[config.mk]
export PLATFORM = sky130hd
export DESIGN_NAME = sysid_check_ctrl
export DESIGN_NICKNAME = d
export VERILOG_FILES = /design/src/rtl/sysid_check_pkg.sv /design/src/rtl/sysid_check_timer.sv /design/src/rtl/sysid_check_ctrl.sv
export SDC_FILE = /design/constraint.sdc
export NUM_CORES = 1
export LEC_CHECK = 0
export ABC_AREA = 1
export CAP_MARGIN = 0
export CORE_ASPECT_RATIO = 0.6
export CORE_MARGIN = 5
export CORE_UTILIZATION = 45
export DETAILED_ROUTE_END_ITERATION = 10
export PLACE_DENSITY = 0.77
export SLEW_MARGIN = 20
export SYNTH_ARGS = -nofsm -noshare
export SYNTH_HDL_FRONTEND = slang
export SYNTH_SLANG_ARGS = --single-unit
[constraint.sdc]
create_clock -name clock -period 2.12 [get_ports clock]
set_clock_uncertainty 0.15 [all_clocks]
set_input_delay 0.636 -clock clock [delete_from_list [all_inputs] [get_ports clock]]
set_output_delay 0.636 -clock clock [all_outputs]
set_load 0.02 [all_outputs]
[src/rtl/sysid_check_pkg.sv]
// Shared definitions for the system-ID check controller.
// - state_t       : controller state encoding (3 bits)
// - SYSID_ADDR_*  : word addresses of the ID and timestamp registers
// - timer_width() : width of a counter that can hold a given cycle count
package sysid_check_pkg;

  typedef enum logic [2:0] {
    ST_IDLE    = 3'd0,
    ST_ID_REQ  = 3'd1,
    ST_ID_WAIT = 3'd2,
    ST_TS_REQ  = 3'd3,
    ST_TS_WAIT = 3'd4,
    ST_CHECK   = 3'd5,
    ST_FINISH  = 3'd6
  } state_t;

  localparam logic SYSID_ADDR_ID = 1'b0;
  localparam logic SYSID_ADDR_TS = 1'b1;

  // log2 of the cycle count plus one, so the counter can always reach the limit
  function automatic int timer_width(input int cycles);
    return $clog2(cycles) + 1;
  endfunction

endpackage

[src/rtl/sysid_check_timer.sv]
// Loadable cycle counter used for per-read timeouts (and periodic rechecks).
// Ports:
//   clock, reset_n : clock and asynchronous active-low reset
//   clear          : synchronous return to zero (wins over enable)
//   enable         : count up by one this cycle
//   limit          : value at which the counter reports expiry
//   expired        : count equals limit
module sysid_check_timer
  import sysid_check_pkg::*;
#(
  parameter int WIDTH = 8
) (
  input  logic             clock,
  input  logic             reset_n,
  input  logic             clear,
  input  logic             enable,
  input  logic [WIDTH-1:0] limit,
  output logic             expired
);

  logic [WIDTH-1:0] count_r;

  // cycle counter: clear has priority over enable
  always_ff @(posedge clock or negedge reset_n) begin
    if (!reset_n) begin
      count_r <= '0;
    end else if (clear) begin
      count_r <= '0;
    end else if (enable) begin
      count_r <= count_r + WIDTH'(1);
    end else begin
      count_r <= count_r;
    end
  end

  assign expired = (count_r == limit);

endmodule

[src/rtl/sysid_check_ctrl.sv]
// Avalon-MM read master that reads the system-ID slave (word 0 = ID,
// word 1 = timestamp), compares both against build-time values and
// publishes sticky pass/fail/timeout status.
// Ports:
//   clock, reset_n        : clock, asynchronous active-low reset
//   av_address/av_read    : read request to the system-ID slave
//   av_readdata, av_waitrequest, av_readdatavalid : slave response
//   start                 : single-cycle check request
//   busy, done            : check in progress / one-cycle completion pulse
//   id_ok, ts_ok, timeout_err : sticky result of the last check
//   captured_id, captured_ts  : last words read
// Optional feature: define SYSID_CHECK_PERIODIC_EN to add a free-running
// recheck counter (parameter RECHECK_CYCLES) that requests a check from IDLE.
module sysid_check_ctrl
  import sysid_check_pkg::*;
#(
  parameter logic [31:0] EXPECTED_ID    = 32'd0,
  parameter logic [31:0] EXPECTED_TS    = 32'd1427079909,
  parameter int          TIMEOUT_CYCLES = 255,
  parameter int          USE_RDV        = 0,
  parameter int          AUTO_START     = 1
`ifdef SYSID_CHECK_PERIODIC_EN
  ,
  parameter logic [31:0] RECHECK_CYCLES = 32'd16777216
`endif
) (
  input  logic        clock,
  input  logic        reset_n,
  output logic        av_address,
  output logic        av_read,
  input  logic [31:0] av_readdata,
  input  logic        av_waitrequest,
  input  logic        av_readdatavalid,
  input  logic        start,
  output logic        busy,
  output logic        done,
  output logic        id_ok,
  output logic        ts_ok,
  output logic        timeout_err,
  output logic [31:0] captured_id,
  output logic [31:0] captured_ts
);

  localparam int            TW       = timer_width(TIMEOUT_CYCLES);
  // expiring at LIMIT means the read has used TIMEOUT_CYCLES cycles by the end of this one
  localparam logic [TW-1:0] TO_LIMIT = TW'(TIMEOUT_CYCLES - 1);

  state_t state_r;
  state_t state_s;
  logic   pending_r;
  logic   in_xfer_s;
  logic   cap_id_s;
  logic   cap_ts_s;
  logic   timeout_s;
  logic   tmr_clear_s;
  logic   tmr_expired_s;
  logic   periodic_hit_s;

  assign in_xfer_s = (state_r == ST_ID_REQ) || (state_r == ST_ID_WAIT) ||
                     (state_r == ST_TS_REQ) || (state_r == ST_TS_WAIT);

  // next-state decode, capture strobes and timeout override
  always_comb begin
    state_s   = state_r;
    cap_id_s  = 1'b0;
    cap_ts_s  = 1'b0;
    timeout_s = 1'b0;
    case (state_r)
      ST_IDLE: begin
        if (start || pending_r) state_s = ST_ID_REQ;
        else                    state_s = ST_IDLE;
      end
      ST_ID_REQ: begin
        if (!av_waitrequest) begin
          if (USE_RDV != 0) begin
            state_s = ST_ID_WAIT;
          end else begin
            cap_id_s = 1'b1;
            state_s  = ST_TS_REQ;
          end
        end else begin
          state_s = ST_ID_REQ;
        end
      end
      ST_ID_WAIT: begin
        if (av_readdatavalid) begin
          cap_id_s = 1'b1;
          state_s  = ST_TS_REQ;
        end else begin
          state_s = ST_ID_WAIT;
        end
      end
      ST_TS_REQ: begin
        if (!av_waitrequest) begin
          if (USE_RDV != 0) begin
            state_s = ST_TS_WAIT;
          end else begin
            cap_ts_s = 1'b1;
            state_s  = ST_CHECK;
          end
        end else begin
          state_s = ST_TS_REQ;
        end
      end
      ST_TS_WAIT: begin
        if (av_readdatavalid) begin
          cap_ts_s = 1'b1;
          state_s  = ST_CHECK;
        end else begin
          state_s = ST_TS_WAIT;
        end
      end
      ST_CHECK:  state_s = ST_FINISH;
      // a check queued while busy starts straight away so busy stays high
      ST_FINISH: begin
        if (pending_r) state_s = ST_ID_REQ;
        else           state_s = ST_IDLE;
      end
      default:   state_s = ST_IDLE;
    endcase
    // data arriving in the last budgeted cycle still counts; a mere acceptance does not
    if (in_xfer_s && tmr_expired_s && !(cap_id_s || cap_ts_s)) begin
      timeout_s = 1'b1;
      state_s   = ST_FINISH;
    end else begin
      timeout_s = 1'b0;
    end
  end

  // restart the per-read budget outside transfers and when the timestamp read begins
  assign tmr_clear_s = !in_xfer_s || ((state_s == ST_TS_REQ) && (state_r != ST_TS_REQ));

  sysid_check_timer #(.WIDTH(TW)) u_timeout (
    .clock   (clock),
    .reset_n (reset_n),
    .clear   (tmr_clear_s),
    .enable  (in_xfer_s),
    .limit   (TO_LIMIT),
    .expired (tmr_expired_s)
  );

`ifdef SYSID_CHECK_PERIODIC_EN
  logic per_expired_s;

  sysid_check_timer #(.WIDTH(32)) u_periodic (
    .clock   (clock),
    .reset_n (reset_n),
    .clear   ((state_r != ST_IDLE) || per_expired_s),
    .enable  (state_r == ST_IDLE),
    .limit   (RECHECK_CYCLES - 32'd1),
    .expired (per_expired_s)
  );

  assign periodic_hit_s = per_expired_s && (state_r == ST_IDLE);
`else
  assign periodic_hit_s = 1'b0;
`endif

  // state, bus outputs, captures, sticky status and pending request
  always_ff @(posedge clock or negedge reset_n) begin
    if (!reset_n) begin
      state_r     <= ST_IDLE;
      pending_r   <= (AUTO_START != 0) ? 1'b1 : 1'b0;
      av_read     <= 1'b0;
      av_address  <= SYSID_ADDR_ID;
      busy        <= 1'b0;
      done        <= 1'b0;
      id_ok       <= 1'b0;
      ts_ok       <= 1'b0;
      timeout_err <= 1'b0;
      captured_id <= 32'd0;
      captured_ts <= 32'd0;
    end else begin
      state_r    <= state_s;
      av_read    <= (state_s == ST_ID_REQ) || (state_s == ST_TS_REQ);
      av_address <= ((state_s == ST_TS_REQ) || (state_s == ST_TS_WAIT)) ? SYSID_ADDR_TS
                                                                       : SYSID_ADDR_ID;
      busy       <= (state_s != ST_IDLE);
      done       <= (state_s == ST_FINISH);

      if (cap_id_s) captured_id <= av_readdata;
      else          captured_id <= captured_id;
      if (cap_ts_s) captured_ts <= av_readdata;
      else          captured_ts <= captured_ts;

      if (timeout_s) begin
        timeout_err <= 1'b1;
        id_ok       <= 1'b0;
        ts_ok       <= 1'b0;
      end else if (state_r == ST_CHECK) begin
        timeout_err <= 1'b0;
        id_ok       <= (captured_id == EXPECTED_ID);
        ts_ok       <= (captured_ts == EXPECTED_TS);
      end else begin
        timeout_err <= timeout_err;
        id_ok       <= id_ok;
        ts_ok       <= ts_ok;
      end

      case (state_r)
        ST_IDLE: begin
          if (start || pending_r) pending_r <= 1'b0;
          else if (periodic_hit_s) pending_r <= 1'b1;
          else pending_r <= pending_r;
        end
        // a queued check is consumed here; otherwise a start now queues the next one
        ST_FINISH: begin
          if (pending_r) pending_r <= 1'b0;
          else           pending_r <= start;
        end
        default: begin
          if (start) pending_r <= 1'b1;
          else       pending_r <= pending_r;
        end
      endcase
    end
  end

endmodule
After elaboration in Yosys (flattened, before gate mapping)
Cells that the tools add are included.
Word-level totals
  register bits after elaboration: 84
  input port bits: 37
  word-level logic and storage cells: 73
Cells by class
  add/sub/neg operators: 1
  eq/ne operators: 14
  multiplexer cells: 26
  reductions and logical operators: 20
Operators with widths (number)
  32-bit by 31-bit == test with 1-bit output (second input constant): 1
  32-bit logical NOT: 1
  3-bit one-hot mux with 7 select lines: 1
  9-bit 2-to-1 mux: 2
  1-bit 2-to-1 mux: 17
  3-bit == test (second input constant): 5
  9-bit by 1-bit adder with 9-bit output (second input constant): 1
  3-bit by 2-bit == test with 1-bit output (second input constant): 3
  9-bit by 8-bit == test with 1-bit output (second input constant): 1
  1-bit logical OR: 8
  3-bit by 1-bit == test with 1-bit output (second input constant): 2
  3-bit 2-to-1 mux: 2
  1-bit one-hot mux with 2 select lines: 3
  3-bit nonzero test: 2
  2-bit nonzero test: 2
  1-bit logical AND: 3
  3-bit logical NOT: 1
  3-bit by 2-bit != test with 1-bit output (second input constant): 1
  1-bit logical NOT: 2
  2-bit 2-to-1 mux: 1
  2-bit != test (second input constant): 1
  2-bit AND reduction: 1

Depth between registers and ports, before layout
Gate-level depths: netlist (run 1).
  depth in word-level cells: 11
  gate-level depth with buffers: 10
  depth with buffers taken out: 9

Modules after synthesis
A second synthesis (run 1) with hierarchy kept.
Second synthesis, totals
  cell total of the unflattened synthesis: 413
  area, all modules: 4077.7 sq um
Modules (own cells, without submodules)
  sysid_check_ctrl: instances 1, cells each 329, area each 3439.5 sq um, sequential area each 1878.1 sq um
  sysid_check_timer: instances 1, cells each 84, area each 638.1 sq um, sequential area each 225.2 sq um

Worst setup path after synthesis (run 1)
Ideal clock, no wire load.
  path type: input -> register
  start: in av_waitrequest
  end: reg captured_ts[0]
  setup time: 0.127 ns
  arrival time: 1.371 ns
  required time: 1.843 ns
  path slack: 0.472 ns
  stages: 5
  buffers on the path: 1
  path through: inv_1 > nand2_1 > nand2_4 > buf_6 > mux2_1
Between the ends
  cells in the longest elaborated chain, start to end: 2
Ends and longest elaborated chain
  start: declaration: RTL line sysid_check_ctrl.sv:32  | input logic av_waitrequest,
  1-bit 2-to-1 mux: RTL line sysid_check_ctrl.sv:94  | if (!av_waitrequest) begin
  1-bit one-hot mux with 2 select lines: RTL line sysid_check_ctrl.sv:68  | case (state_r)
  end signal: assignment: RTL line sysid_check_ctrl.sv:183  | if (cap_ts_s) captured_ts <= av_readdata;
  end signal: assignment: RTL line sysid_check_ctrl.sv:184  | else captured_ts <= captured_ts;
  end: declaration: RTL line sysid_check_ctrl.sv:41  | output logic [31:0] captured_ts
Every way passes these cells.
A chain may end at the register's enable or synchronous reset.

Final worst setup path (run 1)
  start: reg captured_ts[25]
  end: out captured_ts[25]
No word-level cell between the ends.

==> out/results.txt, run 1 <==
Outcome: completed
Sw frac: 40.2%
Die Ht: 79.8 um
Commonest non-fill, non-tap cell in the layout: dfrtp_1
CTS H-tree lvls: 3
Max transition margin: 76.5%
CTS Root Cell: clkbuf_16
Slew @ Worst Pin: 352 ps
Max-cap violations: 0
First-pass GRT wire length: 15200 um
Layout cells sized above 1: 10.8%
Post-Synthesis Net Count: 415
Largest net degree at the start of global routing: 52
Pint: 4.97 mW
Post-CTS Setup Repair Bufs: 0
Worst-path cell chain: clkdlybuf4s50_1
Dpl cell area: 4950 um2
Leakage power figure: 2.64 nW
Critical Path Stages: 1
Core area: 7880 um2
Number of synthesized flops with an enable pin: 0
Logic pwr share: 47.2%
Via/cell ratio: 5.00
Synthesis-to-layout area growth: 43.6%
ANT cells: 0
Part of the cycle the worst path needs: 98.4%
Worst-skew pair later-pin latency: 340 ps
Fmax: 0.479 GHz
Worst path slowest cell: clkdlybuf4s50_1
I/O pin total: 108
Seq pwr share: 34.4%
Post-route minimum period: 2090 ps
Clock share of power: 18.4%
Pwr Density: 1580 nW/um2
Die X: 126 um
Clock-pin slew of the registers on the worst-case setup and hold paths: 60 ps
Final Core Density: 66.6%
Synth Warn #: 0
CP Data Arrival Time: 1300 ps
Hpwl dp: 7150 um
Cells after Synth: 376
Distinct cells, synth: 27
Share of flip-flops with an asynchronous set or reset: 100%
Drt drc: 0
Most frequent cells in the layout: 83 x dfrtp_1, 70 x nand2_1, 55 x clkdlybuf4s50_1, 53 x inv_1, 34 x dlygate4sd2_1
Final GP Congestion: 0.914
Worst Path Max Fanout: 2
CTS tree: yes
Initial Utilization: 46.4%
WL/cell: 15.0 um
Crit path kind: register to output port
Clock Path Buffers: 2
Unrepaired setup endpoints after global routing: false
DRT Pass-1 Iters: 4
Fillcell total: 638
Post-synthesis average cell area: 9.72 um2
CTS buffer count: 9
Required @ worst endpoint: 1330 ps
Total gr overflow: 0
Final hold vios: 0
Critical path's top delay family: buffers and inverters
ANT nets after route: 0
Max-slew violation count: 0
Overall Global Routing Usage: 19.2%
Clk sinks: 84
#FFs+latches synth: 84
IO buf count: 107
Max incr delay on CP: 610 ps
Sequential-to-total area share from yosys stat: 57.5%
Net switching power: 3.34 mW
Cts hold-fix bufs: 0
Routed WL: 9240 um
Hold slack: 20.5 ps
Buf/Inv on CP: 1
Hold Path Class: primary input to async pin
Startpoint types: register
Maximum VDD drop: 0.000806 V
DIE AREA: 10100 um2
Final Total Pwr: 8.31 mW
Mapped cell area: 3650 um2
Fin area: 5250 um2
Layout Nets: 541
Top_reg_cell synth: dfrtp_1
Vias in the first global route: 3065
Worst R2R Path Depth: 5
Vias: 3076
Cell row count: 25
Antenna violations before repair: 0
Initial DRC Count: 170
Worst Setup End Kind: output port
Setup violations, final: 0
-- path summary, 6_finish.rpt --
kind                                 startpoint              endpoint  slack (ps)
max reg2reg                          state_r[1]        captured_ts[9]         380
max                             captured_ts[25]       captured_ts[25]          30
min in group clock         u_timeout.count_r[0]  u_timeout.count_r[0]         340
min reg2reg                u_timeout.count_r[0]  u_timeout.count_r[0]         340
max in group asynchronous               reset_n             pending_r        1240
min                                     reset_n       captured_ts[29]          20
-- final cells by class --
class / instances / area (um2) / share of cell area, %
clock buffer: 10 / 229 / 4.36
clock inverter: 6 / 63.8 / 1.22
inverter: 56 / 210 / 4.01
multi-input combinational: 224 / 1240 / 23.6
sequential: 84 / 2100 / 40.1
tap: 108 / 135 / 2.58
timing repair buffer: 127 / 1270 / 24.2
-- power groups by stage --
stage               sequential (mW)  clock [mW]  combinational [mW]
finish                         2.86        1.53                3.92
global route                   2.96        1.65                4.26
CTS                            2.86        1.57                3.99
detailed placement             2.89           0                4.21
global placement               2.89           0                4.10
floorplan                      3.55           0                1.49
-- metal layers --
| metal | global-route usage, % | vias to the layer above | share of wire (%) |
|---|---|---|---|
| met2 | 28.7 | 114 | 44 |
| met1 | 26.6 | 1474 | 47 |
| met4 | 6.10 | 0 | 1.4 |
| met3 | 6.15 | 16 | 7.8 |
| met5 | 0 | - | 0 |
| li1 | - | 1472 | - |
-- synth_stat cells (2+ instances only) --
library cell | count | area (um2)
nand3_2 | 4 | 40.0
nor3_1 | 3 | 15.0
nand2_2 | 2 | 12.5
nand3_1 | 16 | 80.1
buf_2 | 5 | 25.0
nand2_1 | 70 | 263
nor2_1 | 33 | 124
mux2_2 | 5 | 56.3
o21ai_0 | 23 | 115
nor3b_1 | 2 | 15.0
buf_6 | 7 | 78.8
dfrtp_1 | 83 | 2080
inv_1 | 53 | 199
xor2_1 | 2 | 17.5
a21oi_1 | 2 | 10.0
mux2_1 | 20 | 225
nand4_1 | 13 | 81.3
o21ai_1 | 20 | 100
nor2_2 | 2 | 12.5
ha_1 | 2 | 25.0
inv_2 | 3 | 11.3
-- sequential cells by signal, summed over array words and instances, names as in the netlist, 3 cells and up --
register	cells
u_timeout.count_r	9
state_r	3
captured_id	32
captured_ts	32
-- per-stage QoR --
| stage | setup slack [ps] | instances | TNS, ps |
|---|---|---|---|
| floorplan | 472 | 376 | 0 |
| global placement | -51.6 | 599 | -871 |
| detailed placement | -86.4 | 599 | -1860 |
| CTS | 0.640 | 615 | 0 |
| global route | 0.973 | 615 | 0 |
| finish | 33.4 | 615 | 0 |
-- kinds of logic after synthesis --
| family | count (synthesis) | share of synthesized area, % |
|---|---|---|
| compound gates | 45 | 6.16 |
| xor+xnor | 3 | 0.719 |
| fa+ha+maj | 2 | 0.685 |
| buf+inv | 68 | 8.59 |
| flops | 84 | 57.5 |
| mux | 25 | 7.70 |
| simple gates | 149 | 18.6 |
-- repair_timing --
item                                    4_1_cts  5_1_grt
gates resized for setup                      34       17
endpoints found under the setup margin       34       17
pin swaps                                     0        0
Note: power is estimated with default switching activity, not from simulation.
==> run 2: changes to the inputs <==
--- a/config.mk
+++ b/config.mk
@@ -9,9 +9,9 @@
 export CAP_MARGIN = 0
 export CORE_ASPECT_RATIO = 0.6
 export CORE_MARGIN = 5
-export CORE_UTILIZATION = 45
+export CORE_UTILIZATION = 51
 export DETAILED_ROUTE_END_ITERATION = 10
-export PLACE_DENSITY = 0.77
+export PLACE_DENSITY = 0.85
 export SLEW_MARGIN = 20
 export SYNTH_ARGS = -nofsm -noshare
 export SYNTH_HDL_FRONTEND = slang
==> constraint.sdc (replaced) <==
create_clock -name clock -period 2.6 [get_ports clock]
set_clock_uncertainty 0.15 [all_clocks]
set_input_delay 0.78 -clock clock [delete_from_list [all_inputs] [get_ports clock]]
set_output_delay 0.78 -clock clock [all_outputs]
set_load 0.02 [all_outputs]
==> run 2 against run 1 <==
Compared with the run above:
- flip-flop and latch count stayed put
- core utilization increased by 7.7 points
- clock-buffer cell count is the same
- non-clock buffer count fell by 15
- wire length grew 1.5%
- cell count is 5.9% lower
- clock power down 23%
- largest cell class unchanged
==> out/results.txt, run 2 (synthesis results as in run 1) <==
Outcome: completed
Non-filler cells, final: 579 (-5.9%)
Initial Utilization: 53.6% (+7.2 points)
Part of the cycle the worst path needs: 88.3%
Net switching power: 2.75 mW (-18%)
Max transition margin: 71.6% (-4.9 points)
Maximum VDD drop: 0.000580 V (-28%)
Clock Path Buffers: 2 (unchanged)
CTS tree: yes
Crit path kind: register to output port
Drt drc: 0 (unchanged)
# resized after CTS: 0 (-100%)
IO buf count: 107 (unchanged)
Setup ws final: 305 ps (+271 ps)
Total gr overflow: 0 (unchanged)
Routed WL: 9370 um (+1.5%)
Post-Place Worst Slack: 58.1 ps (+144 ps)
CTS H-tree lvls: 3 (unchanged)
Worst Path Max Fanout: 3 (+1)
Largest net degree at the start of global routing: 46 (-12%)
Sw frac: 40.6% (+0.36 points)
Total negative slack: 0 ps (unchanged)
Final Total Pwr: 6.76 mW (-19%)
Vias: 3014 (-2.0%)
Cell row count: 23 (-8.0%)
Overall Global Routing Usage: 21.4% (+2.2 points)
Clk sinks: 84 (unchanged)
Commonest non-fill, non-tap cell in the layout: clkdlybuf4s50_1
Hold Path Class: primary input to async pin
Layout Nets: 526 (-2.8%)
Setup crit start: captured_id[20]
Synthesis-to-layout area growth: 38.7%
Buf/Inv on CP: 1 (unchanged)
I/O pin total: 108 (unchanged)
Leading registers by flop count: captured_id x32, captured_ts x32, u_timeout.count_r x9
Leakage power figure: 2.28 nW (-14%)
Antenna violations before repair: 0 (unchanged)
Vias in the first global route: 3083 (+0.59%)
CP Data Arrival Time: 1370 ps (+70 ps)
Cts hold-fix bufs: 0 (unchanged)
FF-to-FF Start: state_r[1]
Slew @ Worst Pin: 421 ps (+69.0 ps)
Clock-pin slew of the registers on the worst-case setup and hold paths: 60 ps (about the same)
Die X: 119 um (-5.6%)
ANT cells: 0 (unchanged)
Logic pwr share: 48.1% (+0.9 points)
First-pass GRT wire length: 15100 um (-0.41%)
Final hold vios: 0 (unchanged)
Unrepaired setup endpoints after global routing: false
Pint: 4.02 mW (-19%)
DIE AREA: 9010 um2 (-11%)
Layout cells sized above 1: 8.13% (-2.7 points)
Startpoint types: register
Worst-path cell chain: clkdlybuf4s50_1
Pwr Density: 1330 nW/um2 (-16%)
Post-CTS Setup Repair Bufs: 0 (unchanged)
Fmax: 0.436 GHz
Required @ worst endpoint: 1670 ps (+340 ps)
Seq pwr share: 34.4% (about the same)
DP Cell Count: 563 (-6.0%)
Via/cell ratio: 5.21 (+4.1%)
Die Ht: 75.6 um (-5.3%)
Worst path slowest cell: clkdlybuf4s50_1
Critical path's top delay family: buffers and inverters
ANT nets after route: 0 (unchanged)
CTS Root Cell: clkbuf_16
Hpwl dp: 6970 um (-2.6%)
Clock share of power: 17.5% (-0.9 points)
Final GP Congestion: 0.843 (-7.8%)
Max-cap violations: 0 (unchanged)
Final Core Density: 74.3% (+7.7 points)
Worst Setup End Kind: output port
Worst-skew pair later-pin latency: 340 ps (about the same)
Post-route minimum period: 2300 ps
CTS buffer count: 9 (unchanged)
Initial DRC Count: 250 (+47%)
DRT Pass-1 Iters: 4 (unchanged)
Max incr delay on CP: 630 ps (+20 ps)
Core area: 6820 um2 (-13%)
Setup violations, final: 0 (unchanged)
WL/cell: 16.2 um (+7.8%)
Max-slew violation count: 0 (unchanged)
Most frequent cells in the layout: 106 x clkdlybuf4s50_1, 83 x dfrtp_1, 70 x nand2_1, 53 x inv_1, 33 x nor2_1
## run 2: cell count changes in the layout (fill, tap and decap cells not counted), sizes merged
cell	previous run	this run
bufinv	1	0
dlymetal6s2s	17	0
clkdlybuf4s50	55	106
inv	57	58
buf	21	6
dlygate4sd2	34	0
## run 2: worst paths after layout
check / to / slack [ps] / depth (start not counted)
min in group clock: u_timeout.count_r[0] / 340 / 1
setup / recovery: captured_id[20] / 300 / 1
hold reg to reg: u_timeout.count_r[0] / 340 / 1
max in group asynchronous: pending_r / 1400 / 2
setup reg to reg: captured_id[11] / 690 / 6
hold / removal: captured_id[9] / 220 / 1
## run 2: layer usage
metal	track usage (%)	vias up	part of all wire [%]
met5	0	-	0
met4	7.19	0	1.2
li1	-	1434	-
met3	6.75	13	8.5
met2	35.1	121	47
met1	27.6	1446	44
## run 2: area by class of cell
type	instances	area [um2]
Clock buffer	10	229
Clock inverter	6	48.8
Fill cell	447	1750
Inverter	56	210
Multi-Input combinational cell	224	1240
Sequential cell	84	2100
Tap cell	87	109
Timing Repair Buffer	112	1130
## run 2: power by group through the flow
stage | combinational, mW | clock [mW] | sequential, mW
6_report | 3.25 | 1.18 | 2.33
5_1_grt | 3.52 | 1.25 | 2.40
4_1_cts | 3.28 | 1.19 | 2.32
3_5_place_dp | 3.26 | 0 | 2.33
3_3_place_gp | 3.16 | 0 | 2.31
2_1_floorplan | 1.21 | 0 | 2.90
## run 2: per-stage QoR
step,hold WS [ps],cell area (um2)
after global placement,323,4790
after global routing,253,5070
after detailed placement,328,4790
final,223,5070
after CTS,231,5070
after floorplan,305,3650
==> run 3: changes to the inputs <==
--- a/config.mk
+++ b/config.mk
@@ -9,9 +9,9 @@
 export CAP_MARGIN = 0
 export CORE_ASPECT_RATIO = 0.6
 export CORE_MARGIN = 5
-export CORE_UTILIZATION = 51
+export CORE_UTILIZATION = 40
 export DETAILED_ROUTE_END_ITERATION = 10
-export PLACE_DENSITY = 0.85
+export PLACE_DENSITY = 0.69
 export SLEW_MARGIN = 20
 export SYNTH_ARGS = -nofsm -noshare
 export SYNTH_HDL_FRONTEND = slang
==> run 3 against run 2 <==
Compared with the run above:
- combinational power is 2% higher
- core utilization is 17 points lower
- first-iteration DRC count is 8.0% higher
- highest routed layer unchanged
- critical path depth stayed put
- setup slack worse by 12 ps
- largest cell class unchanged
- sequential power hardly changed
- hold slack better by 46 ps
==> out/results.txt, run 3 (synthesis results as in run 1) <==
Hold Path Class: primary input to async pin
Worst Setup End Kind: output port
ANT nets after route: 0 (unchanged)
Max-cap violations: 0 (unchanged)
Fmax: 0.433 GHz (-0.52%)
Final GP Congestion: 0.811 (-3.8%)
Critical path's top delay family: buffers and inverters
Antenna violations before repair: 0 (unchanged)
Maximum VDD drop: 0.000590 V (+1.7%)
Most frequent cells in the layout: 106 x clkdlybuf4s50_1, 83 x dfrtp_1, 70 x nand2_1, 53 x inv_1, 33 x nor2_1
Commonest non-fill, non-tap cell in the layout: clkdlybuf4s50_1
Cell row count: 27 (+17%)
Hpwl dp: 7310 um (+4.9%)
CP Data Arrival Time: 1380 ps (about the same)
Max incr delay on CP: 640 ps (about the same)
Fin area: 5190 um2 (+2.5%)
Outcome: completed
Startpoint types: register
Clock Path Buffers: 2 (unchanged)
DIE AREA: 11200 um2 (+24%)
Worst-path cell chain: clkdlybuf4s50_1
Clk sinks: 84 (unchanged)
Worst Path Max Fanout: 2 (-1)
Final hold vios: 0 (unchanged)
Vias in the first global route: 3074 (-0.29%)
IO buf count: 107 (unchanged)
CTS buffer count: 9 (unchanged)
Drt drc: 0 (unchanged)
Unrepaired setup endpoints after global routing: false
Die X: 133 um (+12%)
Post-route minimum period: 2310 ps (+11.9 ps)
Total gr overflow: 0 (unchanged)
Crit path kind: register to output port
Initial Utilization: 40.4% (-13 points)
Total negative slack: 0 ps (unchanged)
Leakage power figure: 2.33 nW (+2.3%)
Leading registers by flop count: captured_id x32, captured_ts x32, u_timeout.count_r x9
Initial DRC Count: 270 (+8.0%)
CTS Root Cell: clkbuf_16
Post-CTS Setup Repair Bufs: 0 (unchanged)
Vias: 2955 (-2.0%)
# resized after CTS: 0 (unchanged)
CTS H-tree lvls: 3 (unchanged)
Slew @ Worst Pin: 501 ps (+80.4 ps)
Fillcell total: 799 (+79%)
Buf/Inv on CP: 1 (unchanged)
Max-slew violation count: 0 (unchanged)
Cts hold-fix bufs: 0 (unchanged)
CTS tree: yes
Largest net degree at the start of global routing: 40 (-13%)
Via/cell ratio: 4.83 (-7.2%)
Required @ worst endpoint: 1670 ps (about the same)
Overall Global Routing Usage: 18.2% (-3.2 points)
Synthesis-to-layout area growth: 42.1%
Layout Nets: 530 (+0.76%)
Part of the cycle the worst path needs: 88.7% (+0.46 points)
Setup ws final: 293 ps (-11.9 ps)
ANT cells: 0 (unchanged)
Worst path slowest cell: clkdlybuf4s50_1
Routed WL: 9650 um (+2.9%)
Post-Place Worst Slack: 91.7 ps (+33.6 ps)
Layout cells sized above 1: 9.07% (+0.94 points)
First-pass GRT wire length: 16000 um (+6.2%)
Worst-skew pair later-pin latency: 330 ps (about the same)
Dpl cell area: 4870 um2 (+1.6%)
DRT Pass-1 Iters: 4 (unchanged)
Max transition margin: 66.6% (-5.1 points)
I/O pin total: 108 (unchanged)
Pwr Density: 1350 nW/um2 (+1.4%)
Clock-pin slew of the registers on the worst-case setup and hold paths: 60 ps (about the same)
Setup violations, final: 0 (unchanged)
Core area: 9050 um2 (+33%)
WL/cell: 15.8 um (-2.6%)
Die Ht: 84.0 um (+11%)
[run 3: stage by stage]
step           power, mW  utilization, %  instances  hold slack [ps]
2_1_floorplan       4.11               -        376              305
3_3_place_gp        5.57            53.8        596              323
3_5_place_dp        5.68            53.8        596              341
4_1_cts             7.10            57.4        612              275
5_1_grt             7.49            57.4        612              295
6_report            7.03            57.4        612              269
[run 3: worst paths after layout]
check | slack (ps) | start | end | cells past startpoint
setup / recovery | 290 | captured_id[14] | captured_id[14] | 1
hold / removal | 270 | reset_n | captured_ts[17] | 1
setup reg to reg | 740 | state_r[1] | captured_ts[1] | 5
hold reg to reg | 350 | u_timeout.count_r[0] | u_timeout.count_r[0] | 1
max in group asynchronous | 1410 | reset_n | captured_ts[7] | 2
min in group clock | 350 | u_timeout.count_r[0] | u_timeout.count_r[0] | 1
[run 3: area by class of cell]
cell class	count	area (um2)	share of cell area, %
timing repair buffer	116	1170	22.6
multi-input combinational	224	1240	23.8
clock buffer	10	239	4.60
inverter	56	210	4.05
sequential	84	2100	40.5
clock inverter	6	86.3	1.66
tap	116	145	2.79
[run 3: where the power goes]
| group | leakage, nW | switching (mW) | total, mW | internal, mW |
|---|---|---|---|---|
| clock network | 0.159 | 0.514 | 1.38 | 0.867 |
| logic | 1.14 | 1.80 | 3.30 | 1.50 |
| registers | 1.03 | 0.439 | 2.34 | 1.90 |
[run 3: layer usage]
| metal | up-vias | global-route usage [%] | part of all wire (%) |
|---|---|---|---|
| li1 | 1433 | - | - |
| met1 | 1417 | 26.0 | 50 |
| met2 | 101 | 26.7 | 43 |
| met3 | 4 | 6.33 | 6.7 |
| met4 | 0 | 4.01 | 0.41 |
| met5 | - | 0 | 0 |
